File: config.mk
export PLATFORM = sky130hd
export DESIGN_NAME = imm_narrow_unit
export DESIGN_NICKNAME = d
export VERILOG_FILES = /design/src/rtl/imm_pkg.sv /design/src/rtl/imm_fit_check.sv /design/src/rtl/imm_narrow_unit.sv
export SDC_FILE = /design/constraint.sdc
export NUM_CORES = 1
export LEC_CHECK = 0
export ABC_CLOCK_PERIOD_IN_PS = 3710
export BUFFER_PORTS_ARGS = -buffer_cell sky130_fd_sc_hd__clkbuf_2
export CORE_UTILIZATION = 55
export CTS_BUF_LIST = sky130_fd_sc_hd__clkbuf_4 sky130_fd_sc_hd__clkbuf_8
export DETAILED_ROUTE_END_ITERATION = 8
export GPL_TIMING_DRIVEN = 0
export PLACE_DENSITY_LB_ADDON = 0.2
export SKIP_LAST_GASP = 1
export SLEW_MARGIN = 20
export SYNTH_ARGS = -nofsm -noshare
export SYNTH_HDL_FRONTEND = slang
export SYNTH_SLANG_ARGS = --single-unit
File: constraint.sdc
create_clock -name clk -period 3.71 [get_ports clk]
set_input_delay 0.1855 -clock clk [delete_from_list [all_inputs] [get_ports clk]]
set_output_delay 0.1855 -clock clk [all_outputs]
set_load 0.05 [all_outputs]
File: src/rtl/imm_pkg.sv
// imm_pkg -- shared definitions for the immediate narrowing unit.
//   Default widths for the wide operand, the narrow immediate field and the
//   overflow counter, the narrowing-mode encoding, and generators for the
//   saturation values used when the unit is built with IMM_NARROW_SAT_EN.
//   The generators return 32-bit values; callers keep the low w bits.
//   At the default width of 15 they give 0x7FFF (unsigned), 0x3FFF (signed
//   positive) and 0x4000 (signed negative).
package imm_pkg;

  localparam int IN_W_DEF  = 32;
  localparam int OUT_W_DEF = 15;
  localparam int CNT_W_DEF = 8;

  typedef enum logic {
    CS_UNSIGNED = 1'b0,
    CS_SIGNED   = 1'b1
  } cs_e;

  // Largest unsigned value of a w-bit field: all ones.
  function automatic logic [31:0] sat_unsigned(input int w);
    return (32'd1 << w) - 32'd1;
  endfunction

  // Largest positive two's-complement value of a w-bit field.
  function automatic logic [31:0] sat_signed_pos(input int w);
    return (32'd1 << (w - 1)) - 32'd1;
  endfunction

  // Most negative two's-complement value of a w-bit field (sign bit only).
  function automatic logic [31:0] sat_signed_neg(input int w);
    return 32'd1 << (w - 1);
  endfunction

endpackage

File: src/rtl/imm_fit_check.sv
// imm_fit_check -- combinational fit check and narrowing of one wide word.
//   Build option: IMM_NARROW_SAT_EN -- when defined, words that do not fit
//   are clamped to the nearest representable value; otherwise they are
//   truncated to their low OUT_W bits.
// Ports:
//   data [IN_W]  : wide value to narrow
//   cs           : narrowing mode (0 = unsigned, 1 = signed)
//   imm  [OUT_W] : narrowed immediate
//   fit          : data is exactly representable in OUT_W bits under cs
module imm_fit_check
  import imm_pkg::*;
#(
  parameter int IN_W  = IN_W_DEF,
  parameter int OUT_W = OUT_W_DEF
) (
  input  logic [IN_W-1:0]  data,
  input  logic             cs,
  output logic [OUT_W-1:0] imm,
  output logic             fit
);

  logic [IN_W-OUT_W-1:0] upper_u;
  logic [IN_W-OUT_W:0]   upper_s;

  // Signed check includes the field's own sign bit: all of it must match.
  assign upper_u = data[IN_W-1:OUT_W];
  assign upper_s = data[IN_W-1:OUT_W-1];

  always_comb begin
    fit = 1'b0;
    if (cs_e'(cs) == CS_SIGNED) fit = (&upper_s) | ~(|upper_s);
    else                        fit = ~(|upper_u);
  end

`ifdef IMM_NARROW_SAT_EN
  localparam logic [OUT_W-1:0] SAT_U   = OUT_W'(sat_unsigned(OUT_W));
  localparam logic [OUT_W-1:0] SAT_POS = OUT_W'(sat_signed_pos(OUT_W));
  localparam logic [OUT_W-1:0] SAT_NEG = OUT_W'(sat_signed_neg(OUT_W));

  always_comb begin
    imm = data[OUT_W-1:0];
    if (!fit) begin
      if (cs_e'(cs) == CS_SIGNED) imm = data[IN_W-1] ? SAT_NEG : SAT_POS;
      else                        imm = SAT_U;
    end
  end
`else
  assign imm = data[OUT_W-1:0];
`endif

endmodule

File: src/rtl/imm_narrow_unit.sv
// imm_narrow_unit -- two-stage valid/ready pipeline that narrows a wide
//   operand to an OUT_W-bit immediate, flags whether it fits, and counts
//   delivered non-fitting results in a saturating counter.
//   Build option: IMM_NARROW_SAT_EN (see imm_fit_check).
// Ports:
//   clk, rst_n          : clock, asynchronous active-low reset
//   in_valid/in_ready   : input handshake
//   in_data [IN_W]      : wide value
//   in_cs               : narrowing mode (0 = unsigned, 1 = signed)
//   out_valid/out_ready : output handshake
//   out_imm [OUT_W]     : narrowed immediate
//   out_fit             : value was representable
//   cnt_clr             : synchronous clear of ovf_cnt (wins over increment)
//   ovf_cnt [CNT_W]     : saturating count of delivered non-fitting results
module imm_narrow_unit
  import imm_pkg::*;
#(
  parameter int IN_W  = IN_W_DEF,
  parameter int OUT_W = OUT_W_DEF,
  parameter int CNT_W = CNT_W_DEF
) (
  input  logic             clk,
  input  logic             rst_n,
  input  logic             in_valid,
  output logic             in_ready,
  input  logic [IN_W-1:0]  in_data,
  input  logic             in_cs,
  output logic             out_valid,
  input  logic             out_ready,
  output logic [OUT_W-1:0] out_imm,
  output logic             out_fit,
  input  logic             cnt_clr,
  output logic [CNT_W-1:0] ovf_cnt
);

  logic             s1_valid;
  logic [OUT_W-1:0] s1_imm;
  logic             s1_fit;
  logic [OUT_W-1:0] fc_imm;
  logic             fc_fit;
  logic             s2_load;
  logic             out_hs;

  imm_fit_check #(
    .IN_W  (IN_W),
    .OUT_W (OUT_W)
  ) u_fit_check (
    .data (in_data),
    .cs   (in_cs),
    .imm  (fc_imm),
    .fit  (fc_fit)
  );

  assign s2_load  = !out_valid || out_ready;
  assign in_ready = !s1_valid || s2_load;
  assign out_hs   = out_valid && out_ready;

  // S1: when it can move, it takes whatever is offered (possibly a bubble).
  always_ff @(posedge clk or negedge rst_n) begin
    if (!rst_n) begin
      s1_valid <= 1'b0;
      s1_imm   <= '0;
      s1_fit   <= 1'b0;
    end else if (in_ready) begin
      s1_valid <= in_valid;
      if (in_valid) begin
        s1_imm <= fc_imm;
        s1_fit <= fc_fit;
      end
    end
  end

  // S2: data only changes when a new word arrives, so it holds under stall.
  always_ff @(posedge clk or negedge rst_n) begin
    if (!rst_n) begin
      out_valid <= 1'b0;
      out_imm   <= '0;
      out_fit   <= 1'b0;
    end else if (s2_load) begin
      out_valid <= s1_valid;
      if (s1_valid) begin
        out_imm <= s1_imm;
        out_fit <= s1_fit;
      end
    end
  end

  always_ff @(posedge clk or negedge rst_n) begin
    if (!rst_n) begin
      ovf_cnt <= '0;
    end else if (cnt_clr) begin
      ovf_cnt <= '0;
    end else if (out_hs && !out_fit && (ovf_cnt != '1)) begin
      ovf_cnt <= ovf_cnt + CNT_W'(1);
    end
  end

endmodule

==> impl_metrics.py <==
metrics = {
    "status": {
        "status": "finished clean",
    },
    "synth": {
        "syn_inst": 131,
        "ys_types": 38,
        "ys_ff_latch": 42,
        "synth_edf_count": 0,
        "syn_avg_cell_area_um2": 14.38,
        "synth.cell_area_um2": 1884,
        "synth_async_sr_flop_share_pct": 100.0,
        "ys_dominant_reg_cell": "dfrtp_1",
        "ys_warn_count": 0,
        "synthesis.nets": 170,
        "yosysSeqAreaShare_pct": 55.78,
    },
    "timing": {
        "setup_viol": 0,
        "worst_pin_slew_ps": 499.9,
        "period_share_pct": 40.47,
        "final-hold-violation-count": 0,
        "tns_ps": 0,
        "fin_ws_ps": 2208,
        "maxSlewViolCount": 0,
        "slew_headroom_pct": 66.68,
        "fmax_mhz": 666.0,
        "rsz0062_at_grt": "no",
        "min_period_ps": 1502,
        "skew_ps": 7.306,
    },
    "global_route": {
        "grtUsageTotal_pct": 21.11,
        "grt_pass1_wl_um": 5568,
        "grt_pass1_vias": 1341,
        "grt-ovfl-total": 0,
        "antenna_found_initial": 0,
        "grt_max_degree": 43,
    },
    "final_layout": {
        "diodes": 0,
        "multiInputGateArea_um2": 798.3,
        "nets": 241,
        "area_growth_pct": 24.17,
        "layout-drive-gt1-share_pct": 45.05,
        "regArea_um2": 1051,
        "fill_cells": 231,
    },
    "placement": {
        "hpwl_um": 2666,
        "place_ws_ps": 2233,
        "portBuffers": 62,
        "place_congestion": 0.8220,
    },
    "clocking": {
        "cts_sinks": 42,
        "cts_root_buf": "clkbuf_4",
        "cts_buffers": 5,
        "post_cts_resized": 0,
        "htree_levels": 2,
        "clk_pin_slew_ps": 110,
        "clkLatencyLatePin_ps": 330,
        "cts_tree": "built",
        "clk_path_buf_depth": 2,
    },
    "routing": {
        "ant_nets": 0,
        "via_per_inst": 5.329,
        "drc_errors": 0,
        "dr_total_vias": 1311,
        "wl_met3_um": 207,
        "topRoutingLayerUsed": "met4",
        "wl_met1_um": 1410,
        "wirelength_um": 3455,
        "wl_per_cell_um": 14.04,
        "wl_met2_um": 1800,
        "drt_iter0_drc": 50,
        "detail_route.first_pass.iterations": 4,
    },
    "floorplanning": {
        "dieWidth_um": 60.53,
        "io_pins": 64,
        "coreArea_um2": 3153,
        "initial_core_util_pct": 59.76,
        "rows": 20,
        "dieArea_um2": 3664,
        "die_h_um": 60.53,
    },
    "hold_path": {
        "hp-class": "in2reg",
    },
    "job": {
        "drv_cap": 0,
    },
    "critical_path": {
        "critPathMaxFanout": 5,
        "crit_type": "reg2reg",
        "cp-end-kind": "register",
        "worstPathRequired_ps": 3940,
        "critPathArrivalTime_ps": 1730,
        "cp-start-kind": "register",
    },
    "power_and_ir_drop": {
        "powerDensity_nw_per_um2": 489.9,
        "vdd_ir_drop_max_v": 0.0003322,
        "p_leak_uw": 0.001171,
    },
}
-- logic make-up (layout without fill, tap and decap cells) --
group | after synthesis | in the layout | synth area share [%]
flip-flops | 42 | 42 | 55.78
AND/OR/NAND/NOR | 36 | 36 | 12.28
multiplexers | 32 | 32 | 20.85
AO/OA/AOI/OAI | 11 | 11 | 6.243
XOR/XNOR | 5 | 5 | 2.324
buffers and inverters | 4 | 75 | 1.859
adder cells (fa/ha/maj) | 1 | 1 | 0.6639
-- through the flow --
stage | utilization [%] | instance area, um2 | power, uW | instances | hold WS (ps)
floorplan | - | 1884 | 834.3 | 131 | -110.1
global placement | 71.35 | 2250 | 924.9 | 237 | 369.3
detailed placement | 71.35 | 2250 | 941.0 | 237 | 402.4
CTS | 73.02 | 2302 | 1157 | 244 | 20.39
global route | 74.21 | 2340 | 1202 | 246 | 37.65
finish | 74.21 | 2340 | 1146 | 246 | 58.77
-- worst max-delay path, stage by stage (launching register included) --
cell	delay [ps]
dfrtp_1	420
ha_1	250
nand3_2	210
o21ai_4	250
mux2i_1	220
nor2_1	60
-- power breakdown --
group / internal (uW) / switching [uW]
logic: 115 / 250
registers: 528 / 38.3
clock network: 86.3 / 129
-- cell usage after synthesis, drive strengths merged (2+ instances only) --
| master | n | area (um2) |
|---|---|---|
| dfrtp | 42 | 1051 |
| mux2 | 31 | 382.9 |
| nor2 | 6 | 22.52 |
| nand2 | 5 | 28.78 |
| nand4 | 5 | 46.29 |
| xor2 | 5 | 43.79 |
| nor4 | 4 | 25.02 |
| nand2b | 3 | 18.77 |
| nand3 | 3 | 20.02 |
| nor3 | 3 | 15.01 |
| o211ai | 3 | 41.29 |
| and3 | 2 | 12.51 |
| buf | 2 | 26.27 |
-- layout by cell type (no fill, tap or decap), types with 2 or more instances in the layout --
cell      instances
dfrtp_1          42
nor4_1            4
mux2_1           22
nor2_1            6
xor2_1            5
nand3_1           2
clkbuf_2         63
mux2_4            9
nor3_1            3
clkbuf_4          7
nand4_1           4
nand2_1           3
and3_1            2
nand2b_1          3
-- per-layer routing --
metal / up-vias / global-route usage (%)
li1: 626 / -
met1: 635 / 22.85
met2: 46 / 37.99
met3: 4 / 6.183
met4: 0 / 9.740
met5: - / 0
-- cell type report --
class | count | share of cell area [%]
Sequential cell | 42 | 44.92
Multi-Input combinational cell | 85 | 34.12
Timing Repair Buffer | 64 | 14.87
Tap cell | 44 | 2.353
Clock buffer | 7 | 2.246
Buffer | 3 | 1.337
Inverter | 1 | 0.1604
-- what timing repair did --
item / 4_1_cts / 5_1_grt
setup buffers: 0 / 0
hold buffers: 0 / 1
hold endpoints to repair: 0 / 17
-- state kept, by name (all words and copies together) (netlist names) --
name / count
ovf_cnt: 8
s1_fit: 1
out_fit: 1
out_valid: 1
s1_imm: 15
out_imm: 15
s1_valid: 1
-- final timing paths --
kind	startpoint	end	slack, ps	cells past startpoint
setup / recovery	ovf_cnt[0]$_DFFE_PN0P_	ovf_cnt[1]$_DFFE_PN0P_	2210	5
setup reg to reg	ovf_cnt[0]$_DFFE_PN0P_	ovf_cnt[1]$_DFFE_PN0P_	2210	5
hold / removal	in_data[0]	s1_imm[0]$_DFFE_PN0P_	60	2
hold reg to reg	s1_fit$_DFFE_PN0P_	s1_fit$_DFFE_PN0P_	490	1
max in group asynchronous	rst_n	out_imm[13]$_DFFE_PN0P_	2890	3
min in group asynchronous	rst_n	ovf_cnt[5]$_DFFE_PN0P_	330	2
No activity file was read; power rests on OpenSTA's default activity.
